<file path="config.mk">
export PLATFORM = sky130hd
export DESIGN_NAME = tsc_capture_sequencer
export DESIGN_NICKNAME = d
export VERILOG_FILES = /design/src/rtl/tsc_capture_sequencer.sv
export SDC_FILE = /design/constraint.sdc
export NUM_CORES = 1
export LEC_CHECK = 0
export ABC_AREA = 0
export BUFFER_PORTS_ARGS = -buffer_cell sky130_fd_sc_hd__buf_2
export CAP_MARGIN = 20
export CORE_AREA = 3 3 109 111
export CTS_BUF_LIST = sky130_fd_sc_hd__clkbuf_8
export CTS_CLUSTER_SIZE = 20
export DETAILED_ROUTE_END_ITERATION = 16
export DIE_AREA = 0 0 112 114
export PLACE_DENSITY_LB_ADDON = 0.2
export SKIP_CTS_REPAIR_TIMING = 1
export SLEW_MARGIN = 20
export SYNTH_ARGS = -nofsm -noshare
export SYNTH_HDL_FRONTEND = slang
export SYNTH_SLANG_ARGS = --single-unit
export TNS_END_PERCENT = 50
</file>
<file path="constraint.sdc">
create_clock -name clk -period 2.55 [get_ports clk]
set_input_delay 0 -clock clk [delete_from_list [all_inputs] [get_ports clk]]
set_output_delay 0 -clock clk [all_outputs]
set_load 0.05 [all_outputs]
</file>
<file path="src/rtl/tsc_capture_sequencer.sv">
// Trigger-surround capture sequencer: ADC handshake, ring-buffer writes, pre/post
// trigger windows, threshold trigger with timestamp, and hand-off to serial readout.
module tsc_capture_sequencer #(
  parameter int unsigned DATA_W  = 8,
  parameter int unsigned ADDR_W  = 5,
  parameter int unsigned TIMER_W = 32
) (
  input  logic               clk,
  input  logic               reset_n,
  input  logic               start,
  input  logic               abort,
  input  logic [DATA_W-1:0]  threshold,
  input  logic [ADDR_W-1:0]  pre_samples,
  output logic               adc_req,
  input  logic               adc_ack,
  input  logic [DATA_W-1:0]  adc_data,
  output logic               buf_we,
  output logic [ADDR_W-1:0]  buf_waddr,
  output logic [DATA_W-1:0]  buf_wdata,
  output logic               rd_req,
  output logic [ADDR_W-1:0]  rd_base,
  input  logic               rd_done,
  output logic               trd,
  output logic [TIMER_W-1:0] trigtm,
  output logic               cd,
  output logic               busy
);

  typedef enum logic [2:0] {
    S_IDLE, S_PREFILL, S_ARMED, S_POST, S_READOUT, S_DONE
  } state_t;

  localparam logic [ADDR_W-1:0] MAX_IDX = '1;

  state_t               r_state, w_next;
  logic [ADDR_W-1:0]    r_wptr, r_fill_cnt, r_post_cnt, r_pre_sat;
  logic [DATA_W-1:0]    r_thr;
  logic [TIMER_W-1:0]   r_timer, r_trigtm;
  logic                 r_trd;

  logic                 w_accept, w_hit, w_arm;
  logic [ADDR_W-1:0]    w_fill_next, w_post_init, w_pre_sat;

  // pre_samples is ADDR_W wide, so it can never exceed DEPTH-1: the clamp is the identity.
  assign w_pre_sat   = pre_samples;
  assign w_accept    = adc_req & adc_ack;
  assign w_hit       = w_accept && (adc_data >= r_thr);
  assign w_arm       = start & ~abort;
  assign w_fill_next = r_fill_cnt + 1'b1;
  assign w_post_init = MAX_IDX - r_pre_sat;

  always_ff @(posedge clk or negedge reset_n) begin
    if (!reset_n) r_state <= S_IDLE;
    else          r_state <= w_next;
  end

  always_comb begin
    w_next  = r_state;
    adc_req = 1'b0;
    rd_req  = 1'b0;
    cd      = 1'b0;
    rd_base = '0;
    case (r_state)
      S_IDLE: begin
        if (w_arm) w_next = (w_pre_sat == '0) ? S_ARMED : S_PREFILL;
      end
      S_PREFILL: begin
        adc_req = 1'b1;
        if (w_accept && (w_fill_next == r_pre_sat)) w_next = S_ARMED;
      end
      S_ARMED: begin
        adc_req = 1'b1;
        if (w_hit) w_next = (w_post_init == '0) ? S_READOUT : S_POST;
      end
      S_POST: begin
        adc_req = 1'b1;
        if (w_accept && (r_post_cnt == ADDR_W'(1))) w_next = S_READOUT;
      end
      S_READOUT: begin
        rd_req  = 1'b1;
        rd_base = r_wptr;
        if (rd_done) w_next = S_DONE;
      end
      S_DONE: begin
        cd     = 1'b1;
        w_next = S_IDLE;
      end
      default: w_next = S_IDLE;
    endcase
    // abort overrides every transition chosen above
    if (abort && (r_state != S_IDLE)) w_next = S_IDLE;
  end

  always_ff @(posedge clk or negedge reset_n) begin
    if (!reset_n) begin
      r_wptr     <= '0;
      r_fill_cnt <= '0;
      r_post_cnt <= '0;
      r_pre_sat  <= '0;
      r_thr      <= '0;
      r_timer    <= '0;
      r_trigtm   <= '0;
      r_trd      <= 1'b0;
    end else if (r_state == S_IDLE) begin
      if (w_arm) begin
        r_thr      <= threshold;
        r_pre_sat  <= w_pre_sat;
        r_wptr     <= '0;
        r_fill_cnt <= '0;
        r_post_cnt <= '0;
        r_timer    <= '0;
        r_trigtm   <= '0;
        r_trd      <= 1'b0;
      end
    end else if (abort) begin
      r_trd <= 1'b0;
    end else begin
      if (r_timer != '1) r_timer <= r_timer + 1'b1;
      if (w_accept) r_wptr <= r_wptr + 1'b1;
      if ((r_state == S_PREFILL) && w_accept) r_fill_cnt <= w_fill_next;
      if ((r_state == S_ARMED) && w_hit) begin
        r_trigtm   <= r_timer;
        r_trd      <= 1'b1;
        r_post_cnt <= w_post_init;
      end
      if ((r_state == S_POST) && w_accept) r_post_cnt <= r_post_cnt - 1'b1;
    end
  end

  assign buf_we    = w_accept;
  assign buf_waddr = r_wptr;
  assign buf_wdata = w_accept ? adc_data : '0;
  assign trd       = r_trd;
  assign trigtm    = r_trigtm;
  assign busy      = (r_state != S_IDLE);

endmodule

</file>
==> impl_table.tex <==
\begin{tabular}{lr}
\hline
Metric & Value \\
\hline
\multicolumn{2}{l}{\textbf{Floorplan}} \\
Number of I/O pins & 83 \\
Initial Util & 0.4698 \\
Number of rows in the core area & 38 \\
Std-Cell Core Area & 10,890 um\^{}2 \\
DIE AREA & 12,770 um\^{}2 \\
Die W & 112 um \\
Chip height & 114 um \\
\multicolumn{2}{l}{\textbf{Logic synthesis}} \\
Synthesized area per cell & 9.183 um\^{}2 \\
Cell area after technology mapping & 5115 um\^{}2 \\
Count of flip-flops with a built-in enable after synthesis & 0 \\
Synth async-reset ratio & 1.000 \\
Number of storage elements in the synthesis netlist & 96 \\
Number of distinct library cell variants in the gate-level netlist after synthesis & 60 \\
Synthesized Nets & 597 \\
Primary FF master, synth & sky130\_fd\_sc\_hd\_\_dfrtp\_1 \\
Total number of yosys warnings & 0 \\
Sequential area share after synthesis & 0.4697 \\
Post-synthesis cell count & 557 \\
\multicolumn{2}{l}{\textbf{Setup path}} \\
Arrival time of the worst setup path & 2630 ps \\
Critical Path Sink Type & flip-flop \\
Endpoint of the lowest-slack register-to-register path & r\_post\_cnt[4] \\
Crit Path Max Fanout & 23 \\
Worst reg-to-reg path cell count & 8 \\
Setup crit start kind & flip-flop \\
Category of the most critical setup path & reg2reg \\
Capture point of the critical path & r\_post\_cnt[4] \\
Minimum setup slack among reg-to-reg paths & 220 ps \\
Timing startpoint of the critical path & r\_thr[0] \\
Crit Reg-Reg Startpoint & r\_thr[0] \\
Worst Path Required & 2850 ps \\
\multicolumn{2}{l}{\textbf{CTS}} \\
Maximum count of clock buffers along a single path & 2 \\
Clk sink count & 96 \\
Root buffer selected by CTS & sky130\_fd\_sc\_hd\_\_clkbuf\_8 \\
Worst-path clk slew & 90 ps \\
H-tree level count & 3 \\
Total clock buffers created by CTS & 9 \\
Clock latency reported for the late side of the worst-skew pair & 380 ps \\
TritonCTS clock tree & built \\
\multicolumn{2}{l}{\textbf{GRT}} \\
Via count of the first global-routing pass & 4,368 \\
Largest net degree at the start of global routing & 57 \\
Met2 capacity usage during global routing & 0.3561 \\
Overall global routing resource usage & 0.2119 \\
GRT Max-Usage Layer & met2 \\
Wire length of the first global-routing pass & 21,910 um \\
Overall overflow remaining after global route & 0 \\
Met1 Track Usage GR & 0.2805 \\
Number of antenna violations at the first check in global routing & 0 \\
Met3 global-route usage & 0.03342 \\
\multicolumn{2}{l}{\textbf{Timing}} \\
Final worst clock skew & 9.842 ps \\
Final setup margin & 218.7 ps \\
Top achievable clock speed & 428.9 MHz \\
Setup violators final & 0 \\
Normalized max-slew margin & 0.5129 \\
Count of endpoints failing hold in the final timing report & 0 \\
Transition time at the pin with the least slew margin & 730.7 ps \\
Max-slew violation total from the final report & 0 \\
Setup\_tns & 0 ps \\
Unrepaired setup endpoints after global routing & false \\
Period utilisation layout & 0.9142 \\
Final worst path period need & 2331 ps \\
\multicolumn{2}{l}{\textbf{Pwr}} \\
Final Power & 4952 uW \\
Switching share of power & 0.3975 \\
Worst IR Drop VDD & 492.0 uV \\
Portion of total power attributed to sequential cells & 0.395 \\
Leakage & 0.002914 uW \\
Gate power share & 0.365 \\
Switching power total & 1969 uW \\
P\_int & 2983 uW \\
Power density normalized to cell area & 800.2 nW/um\^{}2 \\
Share of total power in the clock network & 0.240 \\
\multicolumn{2}{l}{\textbf{Detailed routing}} \\
Iter 0 DRT Violations & 327 \\
Detail-routed via count per cell & 5.629 \\
Number of nets with antenna violations after routing & 0 \\
Drt drc & 0 \\
Average wire length per cell after detail routing & 16.41 um \\
Wire length reported by the detailed router & 13,190 um \\
Total number of vias & 4,526 \\
Total iterations of the first detailed-routing run & 5 \\
\multicolumn{2}{l}{\textbf{Place}} \\
IO buf count & 82 \\
Worst setup slack before clock tree synthesis & 112.1 ps \\
Detailed Place HPWL & 9264 um \\
Weighted congestion reported at the end of routability-driven placement & 0.8554 \\
\multicolumn{2}{l}{\textbf{Cells and area}} \\
Final layout net count & 699 \\
Most common library cell in the layout ignoring fill and taps & sky130\_fd\_sc\_hd\_\_dfrtp\_1 \\
Fin util & 0.5684 \\
Commonest non-fill, non-tap cells in the layout & sky130\_fd\_sc\_hd\_\_dfrtp\_1, sky130\_fd\_sc\_hd\_\_nand2\_1, sky130\_fd\_sc\_hd\_\_buf\_2 \\
Antenna Diode Count & 0 \\
Synthesis-to-layout area growth & 20.99\% \\
Share of layout cells above drive strength 1 & 0.2078 \\
\multicolumn{2}{l}{\textbf{Worst hold path}} \\
Hold Path Cell Cnt & 2 \\
Path category of the worst min-delay check & in2reg \\
\multicolumn{2}{l}{\textbf{Status}} \\
Status & complete, no violations \\
\multicolumn{2}{l}{\textbf{Job}} \\
Total of max-cap violations & 0 \\
\hline
\end{tabular}
[logic make-up after synthesis]
family | synth area share
AO/OA/AOI/OAI | 0.1641
XOR/XNOR | 0.06164
adder cells (fa/ha/maj) | 0.03180
buffers and inverters | 0.04183
flip-flops | 0.4697
multiplexers | 0.006115
AND/OR/NAND/NOR | 0.2248
[how the worst min path moves through the flow]
stage / startpoint / end
4_1_cts: reset_n / r_fill_cnt[4]
5_1_grt: abort / trd
3_3_place_gp: reset_n / r_fill_cnt[4]
6_report: abort / trd
3_5_place_dp: reset_n / r_fill_cnt[4]
2_1_floorplan: reset_n / buf_waddr[0]
[metrics by stage]
step                instance area [um^2]  std cells  hold WS, ps
detailed placement                  5801        774        103.5
floorplan                           5115        557       -295.6
CTS                                 6035        790       -319.0
global route                        6188        804        55.41
global placement                    5801        774        102.0
finish                              6188        804        45.14
[layer usage]
layer / part of all wire / up-vias
li1: - / 2175
met3: 0.046 / 13
met2: 0.49 / 123
met4: 0.014 / 0
met1: 0.45 / 2215
met5: 0 / -
[critical path, cell delays in order, from the launching register on]
cell and delay, ps:
sky130_fd_sc_hd__dfrtp_1 400, sky130_fd_sc_hd__ha_1 260, sky130_fd_sc_hd__nand2b_1 140, sky130_fd_sc_hd__a2111oi_1 480, sky130_fd_sc_hd__nor4b_2 150, sky130_fd_sc_hd__o211ai_4 250
sky130_fd_sc_hd__buf_12 200, sky130_fd_sc_hd__a31oi_2 160, sky130_fd_sc_hd__o221ai_1 190
[state kept, by name, indices dropped and copies added (netlist names)]
| register | cells |
|---|---|
| r_thr | 8 |
| r_timer | 32 |
| r_fill_cnt | 5 |
| trigtm | 32 |
| r_state | 3 |
| trd | 1 |
| buf_waddr | 5 |
| r_pre_sat | 5 |
| r_post_cnt | 5 |
[power by group through the flow]
stage | combinational (uW) | sequential, uW | clock [uW]
after floorplan | 1210 | 1980 | 0
after global placement | 1730 | 1970 | 0
after detailed placement | 1780 | 1980 | 0
after CTS | 1790 | 1950 | 1220
after global routing | 2010 | 1990 | 1280
final | 1810 | 1950 | 1190
[Yosys cell counts, types with 2 or more instances]
library cell,instances,share of area
sky130_fd_sc_hd__nand2b_1,3,0.0037
sky130_fd_sc_hd__clkbuf_1,22,0.016
sky130_fd_sc_hd__a21oi_1,5,0.0049
sky130_fd_sc_hd__inv_1,19,0.014
sky130_fd_sc_hd__o22ai_1,2,0.0024
sky130_fd_sc_hd__mux2i_1,2,0.0039
sky130_fd_sc_hd__buf_2,3,0.0029
sky130_fd_sc_hd__o2111ai_1,5,0.0086
sky130_fd_sc_hd__and3_1,13,0.016
sky130_fd_sc_hd__nor4_1,5,0.0061
sky130_fd_sc_hd__o211ai_1,33,0.048
sky130_fd_sc_hd__buf_6,3,0.0066
sky130_fd_sc_hd__o221ai_1,3,0.0051
sky130_fd_sc_hd__nor3_2,3,0.0059
sky130_fd_sc_hd__and2_1,11,0.013
sky130_fd_sc_hd__xnor2_1,6,0.010
sky130_fd_sc_hd__a21o_1,2,0.0029
sky130_fd_sc_hd__nand2_1,84,0.062
sky130_fd_sc_hd__or3_1,3,0.0037
sky130_fd_sc_hd__nand3_1,32,0.031
sky130_fd_sc_hd__nor2_1,45,0.033
sky130_fd_sc_hd__dfrtp_1,96,0.47
sky130_fd_sc_hd__nor2b_1,4,0.0049
sky130_fd_sc_hd__nor3_1,8,0.0078
sky130_fd_sc_hd__o31ai_1,3,0.0044
sky130_fd_sc_hd__nor3b_1,2,0.0029
sky130_fd_sc_hd__o21ai_0,23,0.023
sky130_fd_sc_hd__ha_1,13,0.032
sky130_fd_sc_hd__xor2_1,30,0.051
sky130_fd_sc_hd__o21ai_1,30,0.029
sky130_fd_sc_hd__nand4_1,13,0.016
sky130_fd_sc_hd__a31oi_1,3,0.0037
[cell type report]
class | count | area [um^2]
Clock inverter | 7 | 110.1
Timing Repair Buffer | 120 | 783.3
Multi-Input combinational cell | 412 | 2519
Fill cell | 1005 | 4700
Sequential cell | 96 | 2402
Inverter | 20 | 75.07
Tap cell | 140 | 175.2
Clock buffer | 9 | 123.9
Power figures use the tool's default switching activity.
